[src/rtl/vga_pkg.sv]
// Shared types, timing defaults and frame-buffer geometry for the vga_out scan-out engine.
package vga_pkg;

    typedef enum logic [1:0] {
        SYNC        = 2'd0,
        BACK_PORCH  = 2'd1,
        ACTIVE      = 2'd2,
        FRONT_PORCH = 2'd3
    } seg_t;

    typedef enum logic [1:0] {
        BLANK = 2'd0,
        FETCH = 2'd1,
        STALL = 2'd2
    } fetch_t;

    localparam int unsigned H_SYNC_DEF   = 96;
    localparam int unsigned H_BP_DEF     = 48;
    localparam int unsigned H_ACTIVE_DEF = 640;
    localparam int unsigned H_FP_DEF     = 16;

    localparam int unsigned V_SYNC_DEF   = 2;
    localparam int unsigned V_BP_DEF     = 33;
    localparam int unsigned V_ACTIVE_DEF = 480;
    localparam int unsigned V_FP_DEF     = 10;

    localparam int unsigned SCALE_DEF        = 5;
    localparam int unsigned FB_WORDS_PER_ROW = 4;
    localparam int unsigned FB_ROWS          = 96;

    function automatic seg_t next_seg(input seg_t s);
        seg_t n;
        unique case (s)
            SYNC:        n = BACK_PORCH;
            BACK_PORCH:  n = ACTIVE;
            ACTIVE:      n = FRONT_PORCH;
            FRONT_PORCH: n = SYNC;
            default:     n = SYNC;
        endcase
        return n;
    endfunction

endpackage

[src/rtl/vga_timing.sv]
// Horizontal/vertical segment counters and registered active-low sync generation.
module vga_timing
    import vga_pkg::*;
#(
    parameter int unsigned H_SYNC   = H_SYNC_DEF,
    parameter int unsigned H_BP     = H_BP_DEF,
    parameter int unsigned H_ACTIVE = H_ACTIVE_DEF,
    parameter int unsigned H_FP     = H_FP_DEF,
    parameter int unsigned V_SYNC   = V_SYNC_DEF,
    parameter int unsigned V_BP     = V_BP_DEF,
    parameter int unsigned V_ACTIVE = V_ACTIVE_DEF,
    parameter int unsigned V_FP     = V_FP_DEF
) (
    input  logic       clk_i,
    input  logic       rst_i,
    output logic [9:0] h_count_o,
    output logic [8:0] v_count_o,
    output seg_t       h_state_o,
    output seg_t       v_state_o,
    output logic       h_sync_n_o,
    output logic       v_sync_n_o,
    output logic       line_end_o
);

    logic [9:0] h_count_q, h_count_d, h_last;
    logic [8:0] v_count_q, v_count_d, v_last;
    seg_t       h_state_q, h_state_d;
    seg_t       v_state_q, v_state_d;
    logic       h_sync_n_q, v_sync_n_q;
    logic       line_end;

    always_comb begin
        h_last = '0;
        unique case (h_state_q)
            SYNC:        h_last = 10'(H_SYNC - 1);
            BACK_PORCH:  h_last = 10'(H_BP - 1);
            ACTIVE:      h_last = 10'(H_ACTIVE - 1);
            FRONT_PORCH: h_last = 10'(H_FP - 1);
            default:     h_last = '0;
        endcase
    end

    always_comb begin
        v_last = '0;
        unique case (v_state_q)
            SYNC:        v_last = 9'(V_SYNC - 1);
            BACK_PORCH:  v_last = 9'(V_BP - 1);
            ACTIVE:      v_last = 9'(V_ACTIVE - 1);
            FRONT_PORCH: v_last = 9'(V_FP - 1);
            default:     v_last = '0;
        endcase
    end

    assign line_end = (h_state_q == FRONT_PORCH) && (h_count_q == h_last);

    always_comb begin
        h_count_d = h_count_q + 10'd1;
        h_state_d = h_state_q;
        if (h_count_q == h_last) begin
            h_count_d = '0;
            h_state_d = next_seg(h_state_q);
        end

        v_count_d = v_count_q;
        v_state_d = v_state_q;
        if (line_end) begin
            v_count_d = v_count_q + 9'd1;
            if (v_count_q == v_last) begin
                v_count_d = '0;
                v_state_d = next_seg(v_state_q);
            end
        end
    end

    always_ff @(posedge clk_i or posedge rst_i) begin
        if (rst_i) begin
            h_count_q  <= '0;
            v_count_q  <= '0;
            h_state_q  <= SYNC;
            v_state_q  <= SYNC;
            h_sync_n_q <= 1'b1;
            v_sync_n_q <= 1'b1;
        end else begin
            h_count_q  <= h_count_d;
            v_count_q  <= v_count_d;
            h_state_q  <= h_state_d;
            v_state_q  <= v_state_d;
            // Syncs lag the counters by one clock to line up with the registered pixel.
            h_sync_n_q <= (h_state_q != SYNC);
            v_sync_n_q <= (v_state_q != SYNC);
        end
    end

    assign h_count_o  = h_count_q;
    assign v_count_o  = v_count_q;
    assign h_state_o  = h_state_q;
    assign v_state_o  = v_state_q;
    assign h_sync_n_o = h_sync_n_q;
    assign v_sync_n_o = v_sync_n_q;
    assign line_end_o = line_end;

endmodule

[src/rtl/vga_out.sv]
// 640x480 monochrome VGA scan-out: 5x5 upscale of a 128x96 1-bpp SRAM frame buffer.
// Defining VGA_TEST_PATTERN_EN replaces the SRAM fetch with an internal checkerboard.
module vga_out
    import vga_pkg::*;
#(
    parameter logic [31:0] FB_BASE_ADDR = 32'h0,
    parameter int unsigned H_SYNC       = H_SYNC_DEF,
    parameter int unsigned H_BP         = H_BP_DEF,
    parameter int unsigned H_ACTIVE     = H_ACTIVE_DEF,
    parameter int unsigned H_FP         = H_FP_DEF,
    parameter int unsigned V_SYNC       = V_SYNC_DEF,
    parameter int unsigned V_BP         = V_BP_DEF,
    parameter int unsigned V_ACTIVE     = V_ACTIVE_DEF,
    parameter int unsigned V_FP         = V_FP_DEF,
    parameter int unsigned SCALE        = SCALE_DEF
) (
    input  logic        clk,
    input  logic        nrst,
    input  logic [31:0] SRAM_data_in,
    input  logic        SRAM_busy,
    output logic        data_en,
    output logic        h_out,
    output logic        v_out,
    output logic        pixel_data,
    output logic [31:0] word_address_dest,
    output logic [3:0]  byte_select,
    output logic [1:0]  VGA_state,
    output logic [9:0]  h_count,
    output logic [8:0]  v_count,
    output logic [1:0]  h_state,
    output logic [1:0]  v_state
);

    localparam logic [2:0] SubLast = 3'(SCALE - 1);

    seg_t   h_seg, v_seg;
    logic   line_end;
    logic   h_act, v_act, visible;

    logic [6:0] x_q, x_d, y_q, y_d;
    logic [2:0] xs_q, xs_d, ys_q, ys_d;
    logic       pixel_q, pixel_d;
    fetch_t     fetch_q, fetch_d;

    vga_timing #(
        .H_SYNC   (H_SYNC),
        .H_BP     (H_BP),
        .H_ACTIVE (H_ACTIVE),
        .H_FP     (H_FP),
        .V_SYNC   (V_SYNC),
        .V_BP     (V_BP),
        .V_ACTIVE (V_ACTIVE),
        .V_FP     (V_FP)
    ) u_timing (
        .clk_i      (clk),
        .rst_i      (nrst),
        .h_count_o  (h_count),
        .v_count_o  (v_count),
        .h_state_o  (h_seg),
        .v_state_o  (v_seg),
        .h_sync_n_o (h_out),
        .v_sync_n_o (v_out),
        .line_end_o (line_end)
    );

    assign h_state = h_seg;
    assign v_state = v_seg;
    assign h_act   = (h_seg == ACTIVE);
    assign v_act   = (v_seg == ACTIVE);
    assign visible = h_act && v_act;

    // x/y stay zero outside their active segment so each line and frame starts at 0.
    always_comb begin
        x_d  = x_q;
        xs_d = xs_q;
        if (!h_act) begin
            x_d  = '0;
            xs_d = '0;
        end else if (xs_q == SubLast) begin
            xs_d = '0;
            x_d  = x_q + 7'd1;
        end else begin
            xs_d = xs_q + 3'd1;
        end

        y_d  = y_q;
        ys_d = ys_q;
        if (!v_act) begin
            y_d  = '0;
            ys_d = '0;
        end else if (line_end) begin
            if (ys_q == SubLast) begin
                ys_d = '0;
                y_d  = y_q + 7'd1;
            end else begin
                ys_d = ys_q + 3'd1;
            end
        end
    end

`ifdef VGA_TEST_PATTERN_EN
    logic unused_sram;
    assign unused_sram       = ^{SRAM_data_in, SRAM_busy};
    assign data_en           = 1'b0;
    assign byte_select       = 4'h0;
    assign word_address_dest = FB_BASE_ADDR;

    always_comb begin
        pixel_d = 1'b0;
        fetch_d = BLANK;
        if (visible) begin
            pixel_d = x_q[0] ^ y_q[0];
            fetch_d = FETCH;
        end
    end
`else
    logic [4:0] bit_idx;

    assign data_en     = visible;
    assign byte_select = visible ? 4'hF : 4'h0;
    // Four 32-bit words per stored row; x[6:5] picks the word, x[4:0] the bit (MSB first).
    assign word_address_dest = visible ? FB_BASE_ADDR + {23'd0, y_q, x_q[6:5]} : FB_BASE_ADDR;
    assign bit_idx           = 5'd31 - x_q[4:0];

    always_comb begin
        pixel_d = 1'b0;
        fetch_d = BLANK;
        if (visible) begin
            if (SRAM_busy) begin
                fetch_d = STALL;
            end else begin
                fetch_d = FETCH;
                pixel_d = SRAM_data_in[bit_idx];
            end
        end
    end
`endif

    always_ff @(posedge clk or posedge nrst) begin
        if (nrst) begin
            x_q     <= '0;
            xs_q    <= '0;
            y_q     <= '0;
            ys_q    <= '0;
            pixel_q <= 1'b0;
            fetch_q <= BLANK;
        end else begin
            x_q     <= x_d;
            xs_q    <= xs_d;
            y_q     <= y_d;
            ys_q    <= ys_d;
            pixel_q <= pixel_d;
            fetch_q <= fetch_d;
        end
    end

    assign pixel_data = pixel_q;
    assign VGA_state  = fetch_q;

endmodule

[config.mk]
export PLATFORM = sky130hd
export DESIGN_NAME = vga_out
export DESIGN_NICKNAME = d
export VERILOG_FILES = /design/src/rtl/vga_pkg.sv /design/src/rtl/vga_timing.sv /design/src/rtl/vga_out.sv
export SDC_FILE = /design/constraint.sdc
export NUM_CORES = 1
export LEC_CHECK = 0
export BUFFER_PORTS_ARGS = -buffer_cell sky130_fd_sc_hd__buf_2
export CORE_MARGIN = 2
export CORE_UTILIZATION = 34
export CTS_BUF_LIST = sky130_fd_sc_hd__clkbuf_16
export DETAILED_ROUTE_END_ITERATION = 10
export PLACE_DENSITY = 0.56
export REMOVE_ABC_BUFFERS = 1
export SLEW_MARGIN = 20
export SYNTH_ARGS = -nofsm -noshare
export SYNTH_HDL_FRONTEND = slang
export SYNTH_SLANG_ARGS = --single-unit
export TNS_END_PERCENT = 10
[constraint.sdc]
create_clock -name clk -period 2.1 [get_ports clk]
set_input_delay 0.21 -clock clk [delete_from_list [all_inputs] [get_ports clk]]
set_output_delay 0.21 -clock clk [all_outputs]
set_load 0.02 [all_outputs]
==> impl_metrics.csv <==
group,metric,value,unit
worst_setup_path,cp_slowest_stage_delay,0.49,ns
finish,seq_area,0.00120,sq mm
synth,yosysTopAreaCellShare,37.1,%
worst_setup_path,start_kind,"register",
timing,final-max-slew-violation-count,0,
route,met1Wirelength,3080,um
worst_setup_path,crit_end,"u_timing.v_state_o[1]",
finish,drive_gt1_share,31.0,%
finish,diodes,0,
route,vias_per_cell,4.77,
cts,clkLatencyLatePin,0.29,ns
worst_setup_path,critPathLaunch,"u_timing.v_state_o[0]",
power,leakagePower,1.94,nW
worst_setup_path,rrSetupSlack,0.10,ns
synth,yosys_warnings,0,
worst_setup_path,path_cells,"inv_1 -> ha_2 -> or4_4 -> nor4_4 -> o211a_4 -> nand2_4 -> mux2_4",
timing,fmax,501,MHz
timing,setup_viol,0,
route,vias,2394,
placement,place_inst,493,
timing,finClkSkew,0.00662,ns
grt,grt.total_usage,13.9,%
finish,utilization,42.7,%
die,floorplan.die.height,99.6,um
synth,yosysMostFrequentCell,"dfrtp_1",
worst_setup_path,timing.rr.start,"u_timing.v_state_o[0]",
synth,synth_edf_count,0,
synth,synth_common_cells,"dfrtp_1, nand2_1, buf_4",
route,wl_met2,3110,um
route,drtIter0Drc,119,
cts,cts_made_buffers,5,
grt,antenna_found_initial,0,
synth,synth.area.top_cells,"dfrtp_1, ha_1, buf_4",
timing,timing.slew.headroom,60.8,%
power,ir_drop,0.283,mV
worst_setup_path,r2r_cells,7,
cts,root_buffer,"clkbuf_16",
route,route.detailed.drc,0,
finish,instances_no_fill,502,
route,wl_per_cell,13.1,um
grt,grt_max_degree,26,
power,power.density,509,mW/mm^2
worst_setup_path,path_class,"reg -> reg",
placement,dpl.hpwl,5070,um
power,internal-power,1.52,mW
synth,async_flop_share,100,%
worst_setup_path,worst_ep_required_time,2.27,ns
power,finalPower,1.91,mW
die,fp.dieW,99.6,um
cts,h-tree-depth,2,
cts,cts_tree,"yes",
die,core_area,0.00881,sq mm
synth,synth-seq-area-share,38.8,%
placement,port_buffers,76,
timing,fin_crit,2.00,ns
die,die-area,0.00991,sq mm
worst_setup_path,cp_max_fo,8,
timing,whs,0.0966,ns
power,power_frac_comb,5.5,%
grt,grt_pass1_vias,2303,
route,firstDrtPassIters,4,
finish,multi_input_area,0.00172,sq mm
synth,ys.flop_type,"dfrtp_1",
finish,n_fill_cell,851,
worst_setup_path,r2r_end,"u_timing.v_state_o[1]",
flow_run,cap_viol_max_count,0,
timing,period_share,95.0,%
power,swShare,20.8,%
timing,rsz0062_at_grt,"yes",
worst_setup_path,path_buf_inv,1,
synth,avgSynthCellArea,9.95,sq um
synth,synth.distinct_cells,49,
hold_path,min_path_type,"in -> reg",
worst_setup_path,cp.arrival,2.17,ns
route,top_layer,"met4",
cts,post_cts_buffers,0,
finish,fin_nets,445,
worst_setup_path,cp_num_cells,7,
synth,syn_inst,312,
power,clkPwrFrac,46.1,%
die,num_rows,34,
placement,place.gp.congestion,0.811,
synth,ys_ff_latch,48,
die,ios,100,
worst_setup_path,cp_slowest_cell,"or4_4",
finish,area_delta_synth_final,21.0,%
timing,hold_viol,0,
synth,yosysTopAreaCell,"dfrtp_1",
route,met3WireLength,275,um
power,seqPwrFrac,48.4,%
status,status,"finished, final reports clean",
synth,syn_area,0.00311,sq mm
timing,totalNegativeSetupSlack,0,ns
cts,clock-sinks,48,
power,switchingPower,397,uW
worst_setup_path,path_delay_family,"simple AND/OR/NAND/NOR gates",
cts,path_clk_slew,0.06,ns
route,wirelength,6550,um
timing,tightest_slew,0.585,ns
cts,cts_buffer_depth,2,
route,antenna_left,0,
worst_setup_path,endpoint_kind,"register",
die,initial_core_util,35.3,%
grt,grt_pass1_wl,11200,um
grt,overflow,0,
## stage by stage
| step | instance area [sq um] | setup WS (ns) |
|---|---|---|
| after detailed placement | 3550 | 0.0636 |
| final | 3760 | 0.104 |
| after global placement | 3550 | 0.125 |
| after floorplan | 2930 | -0.362 |
| after CTS | 3720 | 0.0480 |
| after global routing | 3760 | -0.00968 |
## timing repair
| action | CTS | global route |
|---|---|---|
| hold buffers | 1 | 0 |
| hold endpoints to repair | 19 | 0 |
| gates resized for setup | 0 | 5 |
| setup endpoints to repair | 0 | 11 |
## state kept, by name (all words and copies together) (netlist names)
signal,count
u_timing.h_sync_n_o,1
ys_q,3
u_timing.h_state_o,2
pixel_data,1
u_timing.h_count_o,10
y_q,7
u_timing.v_sync_n_o,1
u_timing.v_state_o,2
x_q,7
u_timing.v_count_o,9
VGA_state,2
xs_q,3
## layout make-up
cell class | instances | share of cell area, %
multi-input cells | 236 | 45.7
flip-flops and latches | 48 | 32.0
repair buffers | 91 | 13.2
well taps | 108 | 3.60
clock inverters | 3 | 0.999
inverters | 11 | 1.10
clock buffers | 5 | 3.33
## layer usage
| layer | track usage (%) | vias to the layer above |
|---|---|---|
| met2 | 22.1 | 69 |
| met5 | 0 | - |
| met1 | 19.4 | 1132 |
| li1 | - | 1185 |
| met4 | 3.48 | 0 |
| met3 | 3.09 | 8 |
## worst register-to-register path, stage by stage (launching register included)
cell and delay [ns]:
dfrtp_1 0.34, inv_1 0.06, ha_2 0.19, or4_4 0.49, nor4_4 0.18, o211a_4 0.26
nand2_4 0.07, mux2_4 0.29
## worst min-delay path by stage
stage               from           end  cells after the start
6_report       SRAM_busy  VGA_state[0]                      2
5_1_grt        SRAM_busy  VGA_state[0]                      2
4_1_cts        SRAM_busy  VGA_state[0]                      2
3_5_place_dp        nrst       xs_q[0]                      2
3_3_place_gp        nrst       xs_q[1]                      2
2_1_floorplan  SRAM_busy  VGA_state[0]                      1
## logic make-up (layout without fill, tap and decap cells)
group	count (synthesis)	in the layout	share of synthesized area (%)
XOR/XNOR	19	19	5.36
multiplexers	20	20	9.51
other	1	23	0.121
flip-flops	48	48	38.8
adder cells (fa/ha/maj)	17	17	6.85
buffers and inverters	50	110	9.67
AND/OR/NAND/NOR	123	123	22.0
AO/OA/AOI/OAI	34	34	7.74
## layout by cell type, fill, tap and decap left out, types with 6 or more instances in the layout
| master | n |
|---|---|
| and3_1 | 14 |
| inv_1 | 10 |
| nor2b_1 | 6 |
| ha_1 | 15 |
| nor2_1 | 17 |
| xnor2_1 | 10 |
| a21boi_0 | 6 |
| mux2i_1 | 10 |
| mux4_2 | 7 |
| xor2_1 | 8 |
| nand2_1 | 31 |
| dfrtp_1 | 46 |
| and2_1 | 11 |
| conb_1 | 23 |
| nand3_1 | 13 |
| o21ai_0 | 10 |
| buf_2 | 76 |
| buf_4 | 14 |
## power groups by stage
stage | registers (mW) | clock network (mW) | logic, mW
after floorplan | 0.942 | 0 | 0.0630
after global placement | 0.942 | 0 | 0.103
after detailed placement | 0.942 | 0 | 0.106
after CTS | 0.925 | 0.903 | 0.108
after global routing | 0.924 | 0.940 | 0.117
final | 0.925 | 0.882 | 0.106
No activity file was read; power rests on OpenSTA's default activity.
